===== src/rtl/clk_div_ctrl.sv =====
// -----------------------------------------------------------------------------
// clk_div_ctrl
//
// Runtime-configurable divided-clock generator and sequencer for the NIOS_II
// peripheral clock domain. It produces a 50%-duty clock from clk_1m with a
// programmable half period. A run is either continuous (burst length 0) or
// lasts a fixed number of output periods.
//
// Every change to the output takes effect on a period boundary, which is the
// rising edge of clk_out. This covers new configurations, stop requests, and
// the end of a burst. As a result, clk_out never shows a runt pulse.
// Asynchronous reset is the one exception: it forces clk_out high at once.
//
// Ports
//   clk_1m     in   1        system clock (1 MHz)
//   rst_n      in   1        asynchronous reset, active low
//   cfg_wr     in   1        strobe: capture cfg_half / cfg_burst into shadow
//   cfg_half   in   CNT_W    half period minus 1
//   cfg_burst  in   BURST_W  periods per run, 0 = continuous
//   start      in   1        pulse: begin a run (IDLE only)
//   stop       in   1        pulse: end the run at the next boundary (RUN only)
//   clk_out    out  1        divided clock, idles high
//   tick       out  1        pulse per completed period (clk_out 0->1)
//   busy       out  1        high while running
//   cfg_ack    out  1        pulse when shadow is copied into active registers
//   done       out  1        pulse when a run ends
//
// All outputs come straight from flops.
// -----------------------------------------------------------------------------
module clk_div_ctrl #(
   parameter int unsigned CNT_W    = 16,
   parameter int unsigned DEF_HALF = 49,
   parameter int unsigned BURST_W  = 8
) (
   input  logic               clk_1m,
   input  logic               rst_n,
   input  logic               cfg_wr,
   input  logic [CNT_W-1:0]   cfg_half,
   input  logic [BURST_W-1:0] cfg_burst,
   input  logic               start,
   input  logic               stop,
   output logic               clk_out,
   output logic               tick,
   output logic               busy,
   output logic               cfg_ack,
   output logic               done
);

   localparam logic [CNT_W-1:0] DEF_HALF_V = CNT_W'(DEF_HALF);

   typedef enum logic {
      ST_IDLE = 1'b0,
      ST_RUN  = 1'b1
   } state_e;

   state_e             state_q,     state_d;
   logic [CNT_W-1:0]   cnt_q,       cnt_d;
   logic [BURST_W-1:0] per_cnt_q,   per_cnt_d;
   logic [CNT_W-1:0]   half_sh_q,   half_sh_d;
   logic [BURST_W-1:0] burst_sh_q,  burst_sh_d;
   logic [CNT_W-1:0]   half_act_q,  half_act_d;
   logic [BURST_W-1:0] burst_act_q, burst_act_d;
   logic               stop_pend_q, stop_pend_d;
   logic               cfg_pend_q,  cfg_pend_d;
   logic               clk_out_q,   clk_out_d;
   logic               tick_q,      tick_d;
   logic               busy_q,      busy_d;
   logic               cfg_ack_q,   cfg_ack_d;
   logic               done_q,      done_d;

   // The period count after the current boundary. It wraps naturally at
   // 2^BURST_W. The wrap only matters in continuous mode.
   logic [BURST_W-1:0] per_cnt_inc;
   logic               half_hit;
   logic               boundary;
   logic               burst_end;

   assign per_cnt_inc = per_cnt_q + BURST_W'(1);
   assign half_hit    = (cnt_q == half_act_q);
   // The boundary is the half-period expiry that drives clk_out from low to high.
   assign boundary    = half_hit && !clk_out_q;
   // This uses the burst length that was active before any same-cycle reconfig.
   assign burst_end   = (burst_act_q != '0) && (per_cnt_inc == burst_act_q);

   // ---------------------------------------------------------------------------
   // Next-state and output logic
   // ---------------------------------------------------------------------------
   always_comb begin
      state_d     = state_q;
      cnt_d       = cnt_q;
      per_cnt_d   = per_cnt_q;
      half_sh_d   = half_sh_q;
      burst_sh_d  = burst_sh_q;
      half_act_d  = half_act_q;
      burst_act_d = burst_act_q;
      stop_pend_d = stop_pend_q;
      cfg_pend_d  = cfg_pend_q;
      clk_out_d   = clk_out_q;
      tick_d      = 1'b0;
      cfg_ack_d   = 1'b0;
      done_d      = 1'b0;

      // The shadow always tracks the latest write, whatever the state.
      // The *_sh_d values below are therefore the freshest configuration.
      // A cfg_wr in this cycle overrides an older pending shadow.
      if (cfg_wr) begin
         half_sh_d  = cfg_half;
         burst_sh_d = cfg_burst;
         cfg_pend_d = 1'b1;
      end

      case (state_q)
         ST_IDLE: begin
            clk_out_d   = 1'b1;
            cnt_d       = '0;
            stop_pend_d = 1'b0;
            // Nothing is toggling, so a new configuration is applied at once.
            // When start arrives in the same cycle, the run uses these values.
            if (cfg_wr || cfg_pend_q) begin
               half_act_d  = half_sh_d;
               burst_act_d = burst_sh_d;
               cfg_ack_d   = 1'b1;
               cfg_pend_d  = 1'b0;
            end
            if (start) begin
               state_d   = ST_RUN;
               cnt_d     = '0;
               per_cnt_d = '0;
            end
         end

         ST_RUN: begin
            if (half_hit) begin
               cnt_d     = '0;
               clk_out_d = ~clk_out_q;
            end else begin
               cnt_d = cnt_q + CNT_W'(1);
            end

            if (boundary) begin
               tick_d    = 1'b1;
               per_cnt_d = per_cnt_inc;
               if (cfg_wr || cfg_pend_q) begin
                  half_act_d  = half_sh_d;
                  burst_act_d = burst_sh_d;
                  cfg_ack_d   = 1'b1;
                  cfg_pend_d  = 1'b0;
               end
               // Leaving on the rising edge means clk_out is already at its idle
               // level, so the last period is always complete.
               if (stop_pend_q || stop || burst_end) begin
                  state_d     = ST_IDLE;
                  done_d      = 1'b1;
                  stop_pend_d = 1'b0;
               end
            end else if (stop) begin
               // A stop request is held until the period completes.
               stop_pend_d = 1'b1;
            end
         end

         default: begin
            state_d = ST_IDLE;
         end
      endcase

      busy_d = (state_d == ST_RUN);
   end

   // ---------------------------------------------------------------------------
   // State registers
   // ---------------------------------------------------------------------------
   always_ff @(posedge clk_1m or negedge rst_n) begin
      if (!rst_n) begin
         state_q     <= ST_IDLE;
         cnt_q       <= '0;
         per_cnt_q   <= '0;
         half_sh_q   <= DEF_HALF_V;
         burst_sh_q  <= '0;
         half_act_q  <= DEF_HALF_V;
         burst_act_q <= '0;
         stop_pend_q <= 1'b0;
         cfg_pend_q  <= 1'b0;
         clk_out_q   <= 1'b1;
         tick_q      <= 1'b0;
         busy_q      <= 1'b0;
         cfg_ack_q   <= 1'b0;
         done_q      <= 1'b0;
      end else begin
         state_q     <= state_d;
         cnt_q       <= cnt_d;
         per_cnt_q   <= per_cnt_d;
         half_sh_q   <= half_sh_d;
         burst_sh_q  <= burst_sh_d;
         half_act_q  <= half_act_d;
         burst_act_q <= burst_act_d;
         stop_pend_q <= stop_pend_d;
         cfg_pend_q  <= cfg_pend_d;
         clk_out_q   <= clk_out_d;
         tick_q      <= tick_d;
         busy_q      <= busy_d;
         cfg_ack_q   <= cfg_ack_d;
         done_q      <= done_d;
      end
   end

   assign clk_out = clk_out_q;
   assign tick    = tick_q;
   assign busy    = busy_q;
   assign cfg_ack = cfg_ack_q;
   assign done    = done_q;

endmodule


===== config.mk =====
export PLATFORM = sky130hd
export DESIGN_NAME = clk_div_ctrl
export DESIGN_NICKNAME = d
export VERILOG_FILES = /design/src/rtl/clk_div_ctrl.sv
export SDC_FILE = /design/constraint.sdc
export NUM_CORES = 1
export LEC_CHECK = 0
export ABC_AREA = 1
export CAP_MARGIN = 0
export CORE_MARGIN = 4
export CORE_UTILIZATION = 55
export CTS_CLUSTER_DIAMETER = 60
export DETAILED_ROUTE_END_ITERATION = 12
export GPL_TIMING_DRIVEN = 0
export PLACE_DENSITY = 0.77
export SLEW_MARGIN = 20
export SYNTH_ARGS = -nofsm -noshare
export SYNTH_HDL_FRONTEND = slang
export SYNTH_SLANG_ARGS = --single-unit

===== constraint.sdc =====
create_clock -name clk_1m -period 3.5 [get_ports clk_1m]
set_input_delay 0.525 -clock clk_1m [delete_from_list [all_inputs] [get_ports clk_1m]]
set_output_delay 0.525 -clock clk_1m [all_outputs]
set_load 0.01 [all_outputs]

==> results of run 1 <==
## worst max-delay path, cell delays in order (launching register included)
cell and delay [ns]:
dfstp_2 0.55, xnor2_1 0.11, o21ai_0 0.15, nor3_2 0.25, nand4_1 0.30, buf_2 0.30, nand3_1 0.09, o21ai_0 0.09
## state kept, by name, indices dropped and copies added, names as in the netlist
signal,count
cfg_ack,1
burst_sh_q,8
cfg_pend_q,1
done,1
tick,1
busy,1
stop_pend_q,1
cnt_q,16
burst_act_q,8
per_cnt_q,8
half_act_q,16
clk_out,1
half_sh_q,16
## where the power goes
part | switching [mW] | internal (mW) | total, mW | leakage, nW
registers | 0.199 | 1.15 | 1.35 | 0.977
logic | 0.376 | 0.310 | 0.686 | 1.16
clock network | 0.355 | 0.337 | 0.692 | 0.104
## cells by family (layout without fill, tap and decap cells)
kind of cell | Yosys count | after routing | synth area share
XOR/XNOR | 16 | 16 | 0.03731
flip-flops | 79 | 79 | 0.5286
AO/OA/AOI/OAI | 20 | 20 | 0.02765
buffers and inverters | 54 | 103 | 0.06262
AND/OR/NAND/NOR | 301 | 301 | 0.3371
adder cells (fa/ha/maj) | 2 | 2 | 0.006661
## synth_stat cells
master	instances
buf_6	3
nor4_1	1
ha_1	2
xor2_1	8
buf_2	2
o21ai_0	8
nor3_2	2
inv_2	2
dfrtp_1	72
buf_4	2
inv_1	37
nand2_1	190
a21oi_1	8
nand4_1	9
o21bai_1	1
nor3b_1	2
a31oi_1	1
dfstp_2	7
o21ai_1	2
nor2_1	36
nand2_4	2
and2_1	1
nor3_1	8
nor2_2	1
nand3_1	49
xnor2_1	8
clkbuf_1	8
## path summary, 6_finish.rpt
path / startpoint / endpoint / slack, ns / cells after the start
worst max-delay path: half_act_q[4] / per_cnt_q[5] / 1.54 / 7
worst min-delay path: rst_n / per_cnt_q[0] / 0.14 / 1
worst max register to register: half_act_q[4] / per_cnt_q[5] / 1.54 / 7
worst min register to register: burst_sh_q[5] / burst_sh_q[5] / 0.48 / 2
max in group asynchronous: rst_n / clk_out / 2.72 / 2
min in group clk_1m: burst_sh_q[5] / burst_sh_q[5] / 0.48 / 2
## layout by cell type, fill, tap and decap left out, drive strengths merged, types with 2 or more instances in the layout
master         count
nand2            192
dfrtp             72
nand3             49
inv               41
nor2              37
clkdlybuf4s50     31
clkbuf            17
nor3              10
o21ai             10
nand4              9
buf                9
xnor2              8
xor2               8
a21oi              8
dfstp              7
clkinv             4
nor3b              2
ha                 2
## metrics by stage
stage,hold slack (ns),worst slack [ns],util,total power [mW]
2_1_floorplan,0.2294,1.880,-,1.843
3_3_place_gp,0.4535,-0.7582,0.6425,2.017
3_5_place_dp,0.4657,1.545,0.6452,2.059
4_1_cts,0.1573,1.527,0.6764,2.751
5_1_grt,0.1804,1.384,0.6764,2.938
6_report,0.1413,1.540,0.6764,2.728
## cell type report
cell class                 instances  area [um2]  share of cell area
clock inverter                     7       78.83             0.01794
sequential                        79        1986              0.4520
multi-input combinational        339        1535              0.3495
clock buffer                       9       123.9             0.02820
tap                               77       96.34             0.02193
inverter                          39       146.4             0.03332
buffer                            15       88.84             0.02022
timing repair buffer              33       337.8             0.07690
## layer usage
layer	routed length, um	share of wire	track usage
met4	90	0.012	0.06888
met3	360	0.048	0.04083
met5	0	0	0
met2	3272	0.44	0.2866
met1	3747	0.50	0.2945
==> out/metrics.cfg, run 1 <==
[grt]
overflow = 0
grt_pass1_vias = 2893
grt_pass1_wl_um = 13230
grt_max_degree = 41
antenna_found_initial = 0
grtUsageTotal = 0.1979

[drt]
vias = 3084
firstDrtPassIters = 4
avgViaCountPerCell = 5.157
drt_iter0_drc = 173
drt-total-wl_um = 7471
wl_per_cell_um = 12.49
drc = 0
antenna_left = 0

[layout]
fin_nets = 547
drive_above_1_share = 0.07486
areaGrowthSynthToFinish_pct = 16.96
nFillCells = 523
diodes = 0
design_area_um2 = 4393
finalNonFillerCells = 598

[place]
io_buffers = 32
place.gp.congestion = 0.8256
dpl_cell_area_um2 = 4190
dp_cells = 582
dp_hpwl_um = 5592

[sta]
fin_setup_tns_ns = 0
worst_pin_slew_ns = 0.5132
rsz0062_at_grt = false
fmax_mhz = 510.2
timing.final.crit_share = 0.5600
final_hold_viol_count = 0
slew_violations = 0
layout_min_cycle_time_ns = 1.960
slew_headroom = 0.6579
skew_ns = 0.008848
setup_viol = 0

[clocking]
cts-htree-levels = 3
cts_resized = 0
cts_setup_buffers = 0
cts_buffers = 9
ctsHoldBuffers = 0
clock_sinks = 79
insertion_delay_ns = 0.35
clk_pin_slew_worst_paths_ns = 0.09
cts_max_path_buffers = 2
cts_tree = built
cts_root_buf = clkbuf_8

[yosys]
ys_seq_elements = 79
syn_area_um2 = 3756
avgSynthCellArea_um2 = 7.958
synth_top_area_cell = dfrtp_1
synth.yosys.warnings = 0
syn_inst = 472
yosysSeqAreaShare = 0.5286
synthDistinctLibCells = 27
yosysTopAreaCellShare = 0.4797
synth_area_leaders = dfrtp_1 (48%), nand2_1 (19%), nand3_1 (6.5%)
syn_nets = 503

[worst_hold_path]
hold_path.class = in2async

[setup_path]
crit_fanout = 10
cp_data_arrival_time_ns = 2.18
path_class = reg2reg
start_kind = flip-flop
end_kind = flip-flop
cp.required_ns = 3.72

[pwr]
vdd_drop_max_mv = 0.4020
p_leak_nw = 2.243
powerDensity_nw_per_um2 = 620.9

[die]
io_pins = 34
coreArea_um2 = 6495
die_x_um = 90.64
die_y_um = 90.64
dieArea_um2 = 8216
initial_core_util = 0.5783
num_rows = 29

[run]
max_cap_viol_count = 0

[outcome]
outcome = finished clean

No activity file was read; power rests on OpenSTA's default activity.
==> run 2, diff against run 1 <==
Settings changed: CORE_UTILIZATION 55 to 52, PLACE_DENSITY 0.77 to 0.76.
Clock period 3.5 ns to 1.7 ns, I/O delays scaled along.
==> run 2 against run 1 <==
Net effect:
- total power rose by 120%
- cell count up 6.7%
- largest power group unchanged
- critical endpoint is now half_act_q[10]
- design area grew 9.3%
- register-to-register slack got worse by 1.6 ns
- sequential power is 110% higher
- maximum frequency grew 9.4%
- critical path type unchanged
- the flow now finishes with violations (negative setup slack)
- non-clock buffer count is 19 higher
- sequential cell count stayed put
- clock-buffer cell count grew 1
- worst hold slack improved by 0.098 ns
- setup slack worse by 1.6 ns
==> out/metrics.cfg, run 2 (synthesis gave the netlist of run 1 again) <==
[setup_path]
cp_data_arrival_time_ns = 2.04
slowest_stage = dfrtp_2
regToRegSetupSlack_ns = -0.09
r2r_start = cnt_q[13]
path_buf_inv = 2
crit_fanout = 6
worstReg2RegEnd = half_act_q[10]
end_kind = flip-flop
crit_path_max_incr_delay_ns = 0.45
r2r_cells = 11
crit_chain = inv_1 > nand2_1 > a21oi_2 > nand2_1 > nor2_4 > nand3_2 > nand2_4 > nand2_8 > buf_6 > nand2_1 > nand2_1
cp.required_ns = 1.95
crit_top_cell = nand2_1
cp_top_family = simple AND/OR/NAND/NOR gates
start_kind = flip-flop
startpoint = cnt_q[13]
path_class = reg2reg

[drt]
vias = 3245
drc = 0
avgViaCountPerCell = 5.086
drt_iter0_drc = 165
firstDrtPassIters = 5
wl_per_cell_um = 13.40
antenna_left = 0
drt-total-wl_um = 8549

[grt]
grt_pass1_wl_um = 14260
grtUsageTotal = 0.2067
grt_pass1_vias = 3109
overflow = 0
antenna_found_initial = 0
grt_max_degree = 44

[pwr]
internal-power_mw = 3.993
vdd_drop_max_mv = 0.6594
power.share.sequential = 0.468
comb_power_share = 0.275
p_sw_frac = 0.3433
p_leak_nw = 2.377
powerDensity_nw_per_um2 = 1267
p_switching_mw = 2.087
p_clk_frac = 0.257

[outcome]
outcome = complete, but fails checks
violations = negative setup slack

[sta]
fin_hold_ws_ns = 0.2396
rsz0062_at_grt = true
setup_viol = 32
final_hold_viol_count = 0
slew_violations = 0
slew_headroom = 0.6740
fin_ws_ns = -0.09183
fmax_mhz = 558.1
skew_ns = 0.01060
fin_setup_tns_ns = -1.893
layout_min_cycle_time_ns = 1.792
timing.final.crit_share = 1.054
worst_pin_slew_ns = 0.4889

[layout]
final_common_cell = nand2_1
diodes = 0
largestRegisters = cnt_q (16), half_act_q (16), half_sh_q (16)
fin_nets = 568
layout_common_cells = nand2_1 (164), dfrtp_1 (66), nand3_1 (47), inv_1 (36), clkdlybuf4s50_1 (31)
areaGrowthSynthToFinish_pct = 27.78
nFillCells = 553
drive_above_1_share = 0.1919
finalNonFillerCells = 638

[worst_hold_path]
whs_path_depth = 3
hold_path.class = in2reg
hold_end = half_sh_q[0]
min_from = cfg_wr

[place]
place_ws_ns = -0.2615
io_buffers = 32
dp_hpwl_um = 5759
dp_cells = 601
place.gp.congestion = 0.8538

[die]
io_pins = 34
num_rows = 30
coreArea_um2 = 6907
initial_core_util = 0.5438
dieArea_um2 = 8647
die_y_um = 92.99
die_x_um = 92.99

[clocking]
insertion_delay_ns = 0.36
clock_sinks = 79
cts-htree-levels = 3
cts_max_path_buffers = 2
cts_root_buf = clkbuf_8
clk_pin_slew_worst_paths_ns = 0.08
cts_buffers = 9
cts_tree = built

[run]
max_cap_viol_count = 0

run 2: changes by cell type in the layout (fill, tap and decap cells not counted), sizes merged:
cell / previous run / this run
buf: 9 / 28
inv: 41 / 40
dlygate4sd3: 0 / 1
bufinv: 1 / 2
clkinv: 4 / 3
nand2: 192 / 194
run 2: cell type report:
class,count,area [um2],area share
Clock inverter,6,95.09,0.01981
Buffer,13,93.84,0.01955
Inverter,39,146.4,0.03050
Tap cell,96,120.1,0.02503
Timing Repair Buffer,54,520.5,0.1084
Clock buffer,10,127.6,0.02659
Multi-Input combinational cell,341,1703,0.3548
Sequential cell,79,1993,0.4153
run 2: worst register-to-register path, cell delays in order, from the launching register on:
cell	delay, ns
dfrtp_2	0.45
inv_1	0.09
nand2_1	0.08
a21oi_2	0.15
nand2_1	0.10
nor2_4	0.16
nand3_2	0.14
nand2_4	0.18
nand2_8	0.10
buf_6	0.15
nand2_1	0.05
nand2_1	0.05
run 2: how the worst max path moves through the flow:
stage                           endpoint  slack (ns)  cells past startpoint
after floorplan           burst_act_q[6]        0.08                      9
after global placement      half_sh_q[6]       -2.34                      1
after detailed placement    per_cnt_q[3]       -0.26                      7
after CTS                 half_act_q[12]       -0.09                     11
after global routing        per_cnt_q[5]       -0.19                      8
final                     half_act_q[10]       -0.09                     11
run 2: power by group through the flow:
| stage | clock [mW] | sequential [mW] | combinational [mW] |
|---|---|---|---|
| 3_5_place_dp | 0 | 2.82 | 1.43 |
| 6_report | 1.56 | 2.85 | 1.67 |
| 2_1_floorplan | 0 | 2.70 | 1.09 |
| 5_1_grt | 1.67 | 2.92 | 1.89 |
| 3_3_place_gp | 0 | 2.79 | 1.36 |
| 4_1_cts | 1.58 | 2.81 | 1.50 |
run 2: timing repair:
| item | CTS | global route |
|---|---|---|
| endpoints found under the hold margin | 32 | 0 |
| gates resized for setup | 36 | 38 |
| pin swaps | 7 | 6 |
| buffers inserted | 8 | 9 |
| cloned | 4 | 1 |
| setup endpoints to repair | 44 | 53 |
| hold buffers | 1 | 0 |
run 2: routing by layer:
metal	part of all wire	GRT usage	vias up	routed length, um
met5	0	0	-	0
met4	0.020	0.09402	0	172
met3	0.050	0.02977	17	427
met2	0.48	0.3239	86	4066
met1	0.45	0.2859	1507	3883
li1	-	-	1635	-
run 2: through the flow:
step	area (um2)	utilization	power [mW]
2_1_floorplan	3756	-	3.794
3_3_place_gp	4197	0.6076	4.156
3_5_place_dp	4214	0.6101	4.250
4_1_cts	4626	0.6697	5.881
5_1_grt	4800	0.6949	6.482
6_report	4800	0.6949	6.080
